--- config.mk ---
export PLATFORM = sky130hd
export DESIGN_NAME = hazard_ctrl
export DESIGN_NICKNAME = d
export VERILOG_FILES = /design/src/rtl/hazard_pkg.sv /design/src/rtl/hazard_ctrl_sat_counter.sv /design/src/rtl/hazard_ctrl.sv
export SDC_FILE = /design/constraint.sdc
export NUM_CORES = 1
export LEC_CHECK = 0
export CORE_ASPECT_RATIO = 0.5
export CORE_MARGIN = 2
export CORE_UTILIZATION = 45
export CTS_BUF_LIST = sky130_fd_sc_hd__clkbuf_2 sky130_fd_sc_hd__clkbuf_4 sky130_fd_sc_hd__clkbuf_8
export CTS_CLUSTER_DIAMETER = 100
export CTS_CLUSTER_SIZE = 14
export DETAILED_ROUTE_END_ITERATION = 10
export GPL_TIMING_DRIVEN = 0
export PLACE_DENSITY = 0.77
export SKIP_LAST_GASP = 1
export SLEW_MARGIN = 20
export SYNTH_ARGS = -nofsm -noshare
export SYNTH_HDL_FRONTEND = slang
export SYNTH_SLANG_ARGS = --single-unit
--- constraint.sdc ---
create_clock -name clk -period 2.1 [get_ports clk]
set_clock_uncertainty 0.1 [all_clocks]
set_input_delay 0.42 -clock clk [delete_from_list [all_inputs] [get_ports clk]]
set_output_delay 0.42 -clock clk [all_outputs]
set_load 0.005 [all_outputs]
--- src/rtl/hazard_pkg.sv ---
// ---------------------------------------------------------------------------
// hazard_pkg
// Shared definitions for the pipeline hazard controller:
//   - state_e        : hazard FSM state encoding
//   - legal ranges   : LOAD_STALL_CYCLES and MULDIV_LAT bounds
//   - counter widths : sized so the largest legal reload value fits
//   - clampInt       : pins a parameter into its legal range at elaboration
// ---------------------------------------------------------------------------
package hazard_pkg;

  typedef enum logic [1:0] {
    ST_IDLE      = 2'd0,
    ST_LOAD_WAIT = 2'd1,
    ST_MULDIV    = 2'd2
  } state_e;

  localparam int LOAD_STALL_MIN = 1;
  localparam int LOAD_STALL_MAX = 4;
  localparam int MULDIV_LAT_MIN = 2;
  localparam int MULDIV_LAT_MAX = 32;

  // Reload values are (limit - 1), so $clog2(limit) bits are enough.
  localparam int LOAD_CNT_W = $clog2(LOAD_STALL_MAX);
  localparam int BUSY_CNT_W = $clog2(MULDIV_LAT_MAX);

  // Out-of-range parameters are pulled to the nearest legal value so the
  // counters can never be loaded with something they cannot hold.
  function automatic int clampInt(input int value, input int lo, input int hi);
    if (value < lo) begin
      return lo;
    end
    if (value > hi) begin
      return hi;
    end
    return value;
  endfunction

endpackage

--- src/rtl/hazard_ctrl_sat_counter.sv ---
// ---------------------------------------------------------------------------
// sat_counter
// Free-running up-counter that sticks at its all-ones value.
// Ports:
//   clk   in  1  rising-edge clock
//   rst   in  1  synchronous active-high clear
//   inc   in  1  add one at the next edge (ignored once saturated)
//   count out W  current count
// ---------------------------------------------------------------------------
module sat_counter #(
  parameter int W = 32
) (
  input  logic         clk,
  input  logic         rst,
  input  logic         inc,
  output logic [W-1:0] count
);

  logic [W-1:0] count_q;
  logic [W-1:0] count_d;

  always_comb begin
    count_d = count_q;
    if (inc && (count_q != '1)) begin
      count_d = count_q + W'(1);
    end
  end

  always_ff @(posedge clk) begin
    if (rst) begin
      count_q <= '0;
    end else begin
      count_q <= count_d;
    end
  end

  assign count = count_q;

endmodule

--- src/rtl/hazard_ctrl.sv ---
// ---------------------------------------------------------------------------
// hazard_ctrl
// Pipeline hazard unit: load-use bubbles, multi-cycle mul/div occupancy of
// EX, and taken-branch squashing, plus a saturating stall-cycle counter.
// Ports:
//   clk, rst                    clock / synchronous active-high reset
//   id_rs1, id_rs2              IF/ID source register indices
//   id_rs1_used, id_rs2_used    source actually read by the ID instruction
//   ex_rd                       ID/EX destination index
//   ex_mem_read                 ID/EX instruction is a load
//   ex_muldiv                   ID/EX instruction is a mul/div op
//   ex_branch_taken             redirect resolved in EX this cycle
//   stall_if, stall_id          hold PC and IF/ID
//   bubble_ex                   load a NOP into ID/EX next edge
//   flush_id                    squash IF/ID next edge
//   stall_ex                    hold ID/EX, inject NOP into EX/MEM
//   muldiv_busy                 FSM is in the MULDIV state
//   stall_count                 saturating count of stall_if cycles
// ---------------------------------------------------------------------------
module hazard_ctrl
  import hazard_pkg::*;
#(
  parameter int REG_ADDR_W        = 5,
  parameter int LOAD_STALL_CYCLES = 1,
  parameter int MULDIV_LAT        = 4,
  parameter int CNT_W             = 32
) (
  input  logic                  clk,
  input  logic                  rst,
  input  logic [REG_ADDR_W-1:0] id_rs1,
  input  logic [REG_ADDR_W-1:0] id_rs2,
  input  logic                  id_rs1_used,
  input  logic                  id_rs2_used,
  input  logic [REG_ADDR_W-1:0] ex_rd,
  input  logic                  ex_mem_read,
  input  logic                  ex_muldiv,
  input  logic                  ex_branch_taken,
  output logic                  stall_if,
  output logic                  stall_id,
  output logic                  bubble_ex,
  output logic                  flush_id,
  output logic                  stall_ex,
  output logic                  muldiv_busy,
  output logic [CNT_W-1:0]      stall_count
);

  localparam int LoadStalls =
    clampInt(LOAD_STALL_CYCLES, LOAD_STALL_MIN, LOAD_STALL_MAX);
  localparam int MulDivLat =
    clampInt(MULDIV_LAT, MULDIV_LAT_MIN, MULDIV_LAT_MAX);

  // The cycle that detects the hazard already counts as the first stall,
  // so the wait counters are loaded with one less than the total.
  localparam logic [LOAD_CNT_W-1:0] LoadReload = LOAD_CNT_W'(LoadStalls - 1);
  localparam logic [BUSY_CNT_W-1:0] BusyReload = BUSY_CNT_W'(MulDivLat - 1);

  state_e                 state_q;
  state_e                 state_d;
  logic [LOAD_CNT_W-1:0]  loadCnt_q;
  logic [LOAD_CNT_W-1:0]  loadCnt_d;
  logic [BUSY_CNT_W-1:0]  busyCnt_q;
  logic [BUSY_CNT_W-1:0]  busyCnt_d;

  logic                   loadUseHit;
  logic                   stallFront;
  logic                   bubbleEx;
  logic                   flushId;
  logic                   stallEx;
  logic [CNT_W-1:0]       stallCountRaw;

  // Register x0 is hard-wired to zero, so it can never carry a dependency.
  always_comb begin
    loadUseHit = ex_mem_read && (ex_rd != '0) &&
                 ((id_rs1_used && (id_rs1 == ex_rd)) ||
                  (id_rs2_used && (id_rs2 == ex_rd)));
  end

  always_ff @(posedge clk) begin
    if (rst) begin
      state_q   <= ST_IDLE;
      loadCnt_q <= '0;
      busyCnt_q <= '0;
    end else begin
      state_q   <= state_d;
      loadCnt_q <= loadCnt_d;
      busyCnt_q <= busyCnt_d;
    end
  end

  // A taken branch wins in IDLE: the younger instructions it would stall
  // are being squashed anyway. Outside IDLE the pipeline cannot present a
  // taken branch, so the input is not looked at there.
  always_comb begin
    state_d    = state_q;
    loadCnt_d  = loadCnt_q;
    busyCnt_d  = busyCnt_q;
    stallFront = 1'b0;
    bubbleEx   = 1'b0;
    flushId    = 1'b0;
    stallEx    = 1'b0;

    unique case (state_q)
      ST_IDLE: begin
        if (ex_branch_taken) begin
          flushId  = 1'b1;
          bubbleEx = 1'b1;
        end else if (loadUseHit) begin
          stallFront = 1'b1;
          bubbleEx   = 1'b1;
          if (LoadStalls > 1) begin
            loadCnt_d = LoadReload;
            state_d   = ST_LOAD_WAIT;
          end
        end else if (ex_muldiv) begin
          stallFront = 1'b1;
          stallEx    = 1'b1;
          busyCnt_d  = BusyReload;
          state_d    = ST_MULDIV;
        end
      end

      ST_LOAD_WAIT: begin
        stallFront = 1'b1;
        bubbleEx   = 1'b1;
        loadCnt_d  = loadCnt_q - LOAD_CNT_W'(1);
        if (loadCnt_q <= LOAD_CNT_W'(1)) begin
          loadCnt_d = '0;
          state_d   = ST_IDLE;
        end
      end

      // On the final count the result is ready, so the stalls drop in the
      // same cycle and the op moves on to EX/MEM at the coming edge.
      ST_MULDIV: begin
        busyCnt_d = busyCnt_q - BUSY_CNT_W'(1);
        if (busyCnt_q <= BUSY_CNT_W'(1)) begin
          busyCnt_d = '0;
          state_d   = ST_IDLE;
        end else begin
          stallFront = 1'b1;
          stallEx    = 1'b1;
        end
      end

      default: begin
        state_d   = ST_IDLE;
        loadCnt_d = '0;
        busyCnt_d = '0;
      end
    endcase
  end

  sat_counter #(
    .W (CNT_W)
  ) u_stall_counter (
    .clk   (clk),
    .rst   (rst),
    .inc   (stall_if),
    .count (stallCountRaw)
  );

  // Everything is forced low while reset is held, including the registered
  // outputs, so nothing leaks out before the first reset edge clears state.
  assign stall_if    = !rst && stallFront;
  assign stall_id    = !rst && stallFront;
  assign bubble_ex   = !rst && bubbleEx;
  assign flush_id    = !rst && flushId;
  assign stall_ex    = !rst && stallEx;
  assign muldiv_busy = !rst && (state_q == ST_MULDIV);
  assign stall_count = rst ? '0 : stallCountRaw;

endmodule

# [Word-level counts from Yosys, hierarchy flattened]
# Cells that the tools add are included.
[classes] n_addsub=3 n_lt_le_gt_ge=2 eq_ne=10 n_mux=27 bitwise=1 n_reduce_logical=17
[ops] op="adder 32 x 1 -> 32 bit (second input constant)" count=1
[ops] op="2-to-1 mux 32 bit" count=1
[ops] op="inequality test 32 bit (second input constant)" count=1
[ops] op="2-to-1 mux 5 bit" count=4
[ops] op="one-hot mux 5 bit (3 select lines)" count=1
[ops] op="2-to-1 mux 2 bit" count=6
[ops] op="equality test 5 bit" count=2
[ops] op="logical AND 1 bit" count=10
[ops] op="2-to-1 mux 1 bit" count=10
[ops] op="inequality test 2 bit (second input constant)" count=5
[ops] op="one-hot mux 2 bit (3 select lines)" count=1
[ops] op="<= comparator 5 x 1 -> 1 bit (second input constant)" count=1
[ops] op="AND reduction 5 bit" count=1
[ops] op="nonzero test 5 bit" count=1
[ops] op="subtractor 5 x 1 -> 5 bit (second input constant)" count=1
[ops] op="one-hot mux 1 bit (2 select lines)" count=2
[ops] op="one-hot mux 2 bit (2 select lines)" count=1
[ops] op="AND reduction 4 bit" count=1
[ops] op="one-hot mux 1 bit (3 select lines)" count=1
[ops] op="equality test 2 x 1 -> 1 bit (second input constant)" count=1
[ops] op="equality test 2 bit (second input constant)" count=1
[ops] op="<= comparator 2 x 1 -> 1 bit (second input constant)" count=1
[ops] op="zero test 2 bit" count=1
[ops] op="OR reduction 2 bit" count=1
[ops] op="4 further kinds" count=4
[word_totals] ff_bits=41 in_bits=22 out_inout_bits=38 wordCells=64

# [Logic depth before layout (Yosys ltp)]
# Gate-level depths: netlist of the first run.
[logic_depth] depth_word=9 mapped_depth=10 mapped_depth_nobuf=8

# [Hierarchy]
# From an unflattened synthesis of the first run, not the netlist that was laid out.
[unflattened] cells_unflattened=299 hier_area_um2=2421.1
[by_module_without_submodules] mod="sat_counter" instances=1 cells_each=199 area_each_um2=1674.1 seq_area_each_um2=640.6
[by_module_without_submodules] mod="hazard_ctrl" instances=1 cells_each=100 area_each_um2=747.0 seq_area_each_um2=120.1

# [Worst setup path before layout of the first run]
# Ideal clock, no wire load.
[synth_path] path_type="register -> register" from="reg u_stall_counter.count_q[0], in the netlist u_stall_counter.count[0]" to="reg u_stall_counter.count_q[8], in the netlist u_stall_counter.count[8]" setup_time_ps=121 arrival_ps=1986 setup_slack_ps=-107 path_stages_with_launch=9 n_path_buf=1 synth_period_minus_slack_ps=2207 path_cell_list="dfxtp_1 -> ha_1 -> nand4_1 -> or4_1 -> a2bb2oi_2 -> o211ai_2 -> buf_6 -> nor3_2 -> mux2_4"
[synth_via] elab_chain_len=2 word_cells_on_any_way=3 classes_between="add/sub (1); eq/ne (1); reduce/logical (1)"
[synth_lines] element="from (decl)" line="hazard_ctrl_sat_counter.sv:19" source="logic [W-1:0] count_q;"
[synth_lines] element="from (signal assigned)" line="hazard_ctrl_sat_counter.sv:33" source="count_q <= count_d;"
[synth_lines] element="parallel branches: the longest is 2 deep, another holds adder 32 x 1 -> 32 bit"
# Parallel ways; which one is timed is not known.
# A chain may end at the register's enable or synchronous reset.

# [Final worst setup path of the first run]
[layout_path] from="in id_rs2[2]" to="out stall_if"
[layout_via] elab_chain_len=8
[layout_lines] element="from (decl)" line="hazard_ctrl.sv:31" source="input logic [REG_ADDR_W-1:0] id_rs2,"
[layout_lines] element="equality test 5 bit" line="hazard_ctrl.sv:75" source="(id_rs2_used && (id_rs2 == ex_rd)));"
[layout_lines] element="logical AND 1 bit" line="hazard_ctrl.sv:75"
[layout_lines] element="logical OR 1 bit" line="hazard_ctrl.sv:74" source="((id_rs1_used && (id_rs1 == ex_rd)) ||"
[layout_lines] element="logical AND 1 bit" line="hazard_ctrl.sv:73" source="loadUseHit = ex_mem_read && (ex_rd != '0) &&"
[layout_lines] element="2-to-1 mux 1 bit" line="hazard_ctrl.sv:107" source="end else if (loadUseHit) begin"
[layout_lines] element="2-to-1 mux 1 bit" line="hazard_ctrl.sv:104" source="if (ex_branch_taken) begin"
[layout_lines] element="one-hot mux 1 bit (3 select lines)" line="hazard_ctrl.sv:102" source="unique case (state_q)"
[layout_lines] element="logical AND 1 bit" line="hazard_ctrl.sv:164" source="assign stall_if = !rst && stallFront;"
[layout_lines] element="to (decl)" line="hazard_ctrl.sv:38" source="output logic stall_if,"
# Every way passes these cells.

==> reports/metrics.cfg, run 1 <==
[logic_synthesis]
synth_cell_types=49
synthTopCellsByArea=dfxtp_1 (31%), nor2b_1 (7.5%), nor2_1 (4.0%)
synth-seq-cells=38
syn_nets=324
synth_cells=299
synth_area_mm2=0.00242
ys_seq_area_share_pct=31.5
synth_top_area_cell=dfxtp_1
synth-warning-count=0
syn_avg_cell_area_um2=8.08
synth-edff-count=0
ys_async_sr_fraction_pct=0
yosysTopAreaCellShare_pct=31.5
synth-main-ff-cell=dfxtp_1

[setup_path]
rr_endpoint=u_stall_counter.count[27]
critPathCapture=stall_if
reg2reg_depth=6
crit_arrival_ps=1980
worstPathRequired_ps=1580
worstSetupEndpointType=output pin
rr_startpoint=u_stall_counter.count[17]
rrSetupSlack_ps=-340
cp-startpoint=id_rs2[2]
worst-path-max-fanout=2
worst_setup_path_start_kind=input port
path_class=input port to output pin

[floorplan]
std_cell_rows=18
die-area_mm2=0.00601
die_h_um=55.8
ios=60
start_util_pct=47.9
fp.dieW_um=108
core_area_mm2=0.00504

[clock_network]
cts_tree=yes
cts_hold_buf=0
clk_latency_ps=300
cts_max_path_buffers=2
htree_levels=2
clockRootBuffer=clkbuf_8
cts_sinks=38
numCtsBuffers=5
clkTransAtPathRegs_ps=80

[timing]
final_max_slew_viol_count=0
rsz0062_at_grt=true
slew_headroom_pct=52.8
tns_ps=-9130
fmax_ghz=0.400
final.period_utilization_pct=119
finalHoldViolations=0
final-setup-viol-count=36
tightest_slew_ps=708
finalCriticalPeriod_ps=2500
worst_slack_ps=-403
timing.hold.ws_ps=380

[place]
place_area_mm2=0.00312
dp_slack_ps=-1470
dp_hpwl_um=5030
port_buffers=59
dp_cells=428
globalplace.congestion=0.881

[power_and_ir_drop]
p_per_area_mw_per_mm2=465
switching_share_pct=30.9
sequentialPowerShare_pct=37.9
clkPwrFrac_pct=33.5
ir_worst_vdd_mv=0.323
combPwrFrac_pct=28.6
p_leak_nw=1.77
power_mw=2.02
p_int_mw=1.39
switchingPower_mw=0.623

[final_layout]
layoutNonFillerInstCount=491
mostFrequentLayoutCell=buf_4
syn2layout_area_growth_pct=79.5
drive_above_1_share_pct=49.4
final_util_pct=86.0
fin_nets=446
design_area_mm2=0.00434
n_antenna_cell=0
fill_cells=228
final_cell_mix=buf_4 (41), dlygate4sd2_1 (36), nor2_1 (25), buf_6 (22), nor2b_1 (21)

[grt]
grt_max_degree=12
grt_usage_pct=27.4
grt_overflow=0
use_met3_pct=5.50
grt_pass1_vias=2791
gr-usage-met2_pct=48.1
antenna_found_initial=0
grt.busiest_layer=met2
grt_pass1_wl_um=13100
grt_use_met1_pct=33.0

[detailed_routing]
wl_um=11300
via_per_inst=6.59
dr.pass1.iters=5
first_iter_violations=336
wl_per_cell_um=23.0
postRouteAntennaNets=0
vias=3235
drc=0

[min_path]
hold_class=flip-flop to flip-flop
hold-path-cell-count=1

[run]
drv_cap=0

[outcome]
outcome=complete, but fails checks
violations=negative setup slack

-- cell type report --
| type | instances | area, um2 | share of cell area, % |
|---|---|---|---|
| clock inverters | 1 | 30.0 | 0.692 |
| repair buffers | 114 | 1020 | 23.6 |
| well taps | 70 | 87.6 | 2.02 |
| clock buffers | 6 | 82.6 | 1.90 |
| multi-input cells | 239 | 2120 | 48.8 |
| inverters | 10 | 45.0 | 1.04 |
| flip-flops and latches | 38 | 800 | 18.4 |
| plain buffers | 13 | 149 | 3.43 |
-- critical path: stages --
cell,delay (ps)
dlygate4sd2_1,250
xnor2_1,180
nand4_1,190
or2_4,310
a21boi_4,150
o21ai_2,90
a21oi_2,180
buf_4,140
buf_6,80
-- kinds of logic after synthesis --
group / synth area share (%)
muxes: 5.75
and+or+nand+nor: 34.7
adders and majority gates: 1.55
buffers and inverters: 4.35
AOI/OAI and AO/OA: 18.1
xor gates and xnor gates: 3.99
DFF: 31.5
-- power by group through the flow --
stage	combinational, mW	clock, mW	sequential (mW)
detailed placement	0.300	0	0.781
global route	0.604	0.718	0.768
finish	0.577	0.674	0.764
CTS	0.421	0.651	0.765
global placement	0.292	0	0.779
floorplan	0.182	0	0.775
-- what timing repair did --
action | in CTS | in global routing
pin swaps | 34 | 42
buffers inserted | 25 | 28
gates resized for setup | 182 | 101
gates cloned | 3 | 1
endpoints found under the setup margin | 76 | 39
-- metal layers --
metal / vias to the layer above / part of all wire (%)
li1: 1351 / -
met1: 1553 / 37
met2: 244 / 48
met3: 87 / 8.9
met4: 0 / 5.9
met5: - / 0
-- how the worst min path moves through the flow --
| stage | start | end | slack (ps) |
|---|---|---|---|
| final | u_stall_counter.count[0] | u_stall_counter.count[0] | 380 |
| after global routing | u_stall_counter.count[0] | u_stall_counter.count[0] | 390 |
| after CTS | u_stall_counter.count[2] | u_stall_counter.count[2] | 400 |
| after detailed placement | u_stall_counter.count[10] | u_stall_counter.count[10] | 400 |
| after global placement | u_stall_counter.count[27] | u_stall_counter.count[27] | 380 |
| after floorplan | u_stall_counter.count[4] | u_stall_counter.count[4] | 360 |
-- synthesized netlist by cell type (2+ instances only) --
cell type	n
a211oi_1	3
a21oi_1	19
and3_1	4
and4_1	2
buf_2	3
buf_4	2
clkbuf_1	6
dfxtp_1	38
ha_1	3
inv_1	9
mux2_2	7
mux2_4	4
nand2_1	21
nand3_1	13
nand4_1	11
nor2_1	26
nor2b_1	29
nor3_1	10
nor3_2	4
nor4_1	3
o2111ai_1	2
o21ai_0	18
o31ai_1	10
or3_1	9
or4_1	10
xnor2_1	7
xor2_1	4
-- sequential cells by signal (all words and copies together), names as in the netlist --
signal / flops
state_q: 1
busyCnt_q: 5
u_stall_counter.count: 32
(Power assumes the default switching activity.)
==> inputs of run 2 (changes only) <==
- CORE_MARGIN: 2 -> unset
==> reports/metrics.cfg, run 2 (synthesis gave the netlist of run 1 again) <==
[outcome]
outcome=complete, but fails checks  ; unchanged
violations=negative setup slack  ; unchanged

[power_and_ir_drop]
p_leak_nw=1.69  ; was 1.77 nW
ir_worst_vdd_mv=0.320  ; was 0.323 mV
p_per_area_mw_per_mm2=451  ; was 465 mW/mm2

[timing]
fmax_ghz=0.420  ; was 0.400 GHz
tns_ps=-5550  ; was -9130 ps
final_max_slew_viol_count=0  ; unchanged
finalHoldViolations=0  ; unchanged
finalCriticalPeriod_ps=2380  ; was 2500 ps
tightest_slew_ps=699  ; was 708 ps
final-setup-viol-count=35  ; was 36
final.period_utilization_pct=113  ; was 119%
rsz0062_at_grt=true  ; unchanged
slew_headroom_pct=53.1  ; was 52.8%
worst_slack_ps=-281  ; was -403 ps

[final_layout]
largest_reg_flops=32  ; unchanged
syn2layout_area_growth_pct=70.4  ; was 79.5%
fill_cells=285  ; was 228
drive_above_1_share_pct=47.7  ; was 49.4%
final_util_pct=81.6  ; was 86.0%
mostFrequentLayoutCell=buf_4  ; unchanged
final_cell_mix=buf_4 (31), dlygate4sd2_1 (27), nor2_1 (24), dfxtp_2 (22), nor2b_1 (19)  ; was buf_4 (41), dlygate4sd2_1 (36), nor2_1 (25), buf_6 (22), nor2b_1 (21)
n_antenna_cell=0  ; unchanged
design_area_mm2=0.00412  ; was 0.00434 mm2
fin_nets=431  ; was 446

[clock_network]
clkTransAtPathRegs_ps=80  ; about the same
clk_latency_ps=290  ; was 300 ps
clockRootBuffer=clkbuf_8  ; unchanged
cts_hold_buf=0  ; unchanged
numCtsBuffers=5  ; unchanged
cts_tree=yes  ; unchanged
htree_levels=2  ; unchanged
cts_sinks=38  ; unchanged
cts_max_path_buffers=2  ; unchanged

[setup_path]
worst-path-max-fanout=3  ; was 2
crit_arrival_ps=2500  ; was 1980 ps
cp_slowest_stage_delay_ps=490  ; was 310 ps
cp_common_cell=buf_6
cp_num_buf_inv=4  ; was 3
critical-path-top-delay-family=compound AO/OA/AOI/OAI gates  ; was simple AND/OR/NAND/NOR gates
worstPathCellList=inv_2 > ha_4 > o21ba_4 > o41ai_4 > buf_4 > a2bb2oi_4 > buf_6 > o211ai_4 > buf_6 > or4_4 > a21oi_2  ; was dlygate4sd2_1 > xnor2_1 > nand4_1 > or2_4 > a21boi_4 > o21ai_2 > a21oi_2 > buf_4 > buf_6
worstSetupEndpointType=flip-flop  ; was output pin
cp-startpoint=busyCnt_q[1]  ; was id_rs2[2]
path_class=flip-flop to flip-flop  ; was input port to output pin
worst_path_max_delay_cell=or4_4  ; was or2_4
rr_startpoint=busyCnt_q[1]  ; was u_stall_counter.count[17]
worstPathRequired_ps=2220  ; was 1580 ps
worst_setup_path_start_kind=flip-flop  ; was input port

[detailed_routing]
postRouteAntennaNets=0  ; unchanged
wl_um=9010  ; was 11,300 um
via_per_inst=5.99  ; was 6.59
first_iter_violations=191  ; was 336
vias=2856  ; was 3,235
wl_per_cell_um=18.9  ; was 23.0 um
drc=0  ; unchanged
dr.pass1.iters=5  ; unchanged

[grt]
grt_max_degree=13  ; was 12
grt_usage_pct=30.8  ; was 27.4%
grt_pass1_vias=2740  ; was 2,791
antenna_found_initial=0  ; unchanged
grt_pass1_wl_um=13300  ; was 13,100 um
grt_overflow=0  ; unchanged

[floorplan]
die-area_mm2=0.00568  ; was 0.00601 mm2
fp.dieW_um=106  ; was 108 um
core_area_mm2=0.00504  ; unchanged
ios=60  ; unchanged
std_cell_rows=18  ; unchanged
start_util_pct=47.9  ; unchanged
die_h_um=53.8  ; was 55.8 um

[place]
port_buffers=59  ; unchanged
dp_hpwl_um=4890  ; was 5030 um
globalplace.congestion=0.917  ; was 0.881
dp_slack_ps=-1420  ; was -1470 ps
place_area_mm2=0.00312  ; unchanged

[min_path]
worstHoldStart=u_stall_counter.count[2]  ; was u_stall_counter.count[0]
hold_class=flip-flop to flip-flop  ; unchanged

[run]
drv_cap=0  ; unchanged

==> run 2: changes by cell type in the layout (fill, tap and decap cells not counted), moves of 4 or more <==
| cell | before | now |
|---|---|---|
| buf_4 | 41 | 31 |
| dlygate4sd2_1 | 36 | 27 |
| dfxtp_2 | 16 | 22 |
| dfxtp_1 | 17 | 12 |
| o31ai_1 | 3 | 7 |
| buf_2 | 6 | 10 |
| buf_6 | 22 | 16 |
==> run 2: repair_timing <==
action | CTS | global route
pin swaps | 47 | 13
setup buffers | 31 | 9
gates resized for setup | 230 | 45
gates cloned | 3 | 0
setup endpoints to repair | 76 | 45
==> run 2: layout make-up <==
type                       instances  area, um2  share of cell area (%)
buffer                            13        151                    3.68
clock buffer                       6       82.6                    2.01
clock inverter                     2       12.5                   0.304
inverter                          10       45.0                    1.09
multi-input combinational        238       2030                    49.3
sequential                        38        803                    19.5
tap                               70       87.6                    2.13
timing repair buffer             100        905                    22.0
==> run 2: per-stage QoR <==
stage / total power, mW / instances / hold slack (ps)
after global routing: 1.94 / 477 / 407
after CTS: 1.77 / 469 / 395
after global placement: 1.07 / 428 / 381
after detailed placement: 1.08 / 428 / 397
final: 1.86 / 477 / 396
after floorplan: 0.958 / 299 / 358
==> run 2: final timing paths <==
check,end,slack [ps],cells past startpoint
max,u_stall_counter.count[29],-280,11
min,u_stall_counter.count[2],400,1
max reg2reg,u_stall_counter.count[29],-280,11
min reg2reg,u_stall_counter.count[2],400,1
==> run 2: report_power, final <==
part	switching, mW	internal [mW]
Combinational	0.273	0.274
Clock	0.283	0.264
Sequential	0.0238	0.738
==> run 2: layer usage <==
metal	vias up	part of all wire [%]	routed length (um)	global-route usage, %
li1	1312	-	-	-
met1	1377	40	3620	36.8
met2	139	51	4610	57.8
met3	28	5.9	535	5.45
met4	0	2.7	240	11.3
met5	-	0	0	0
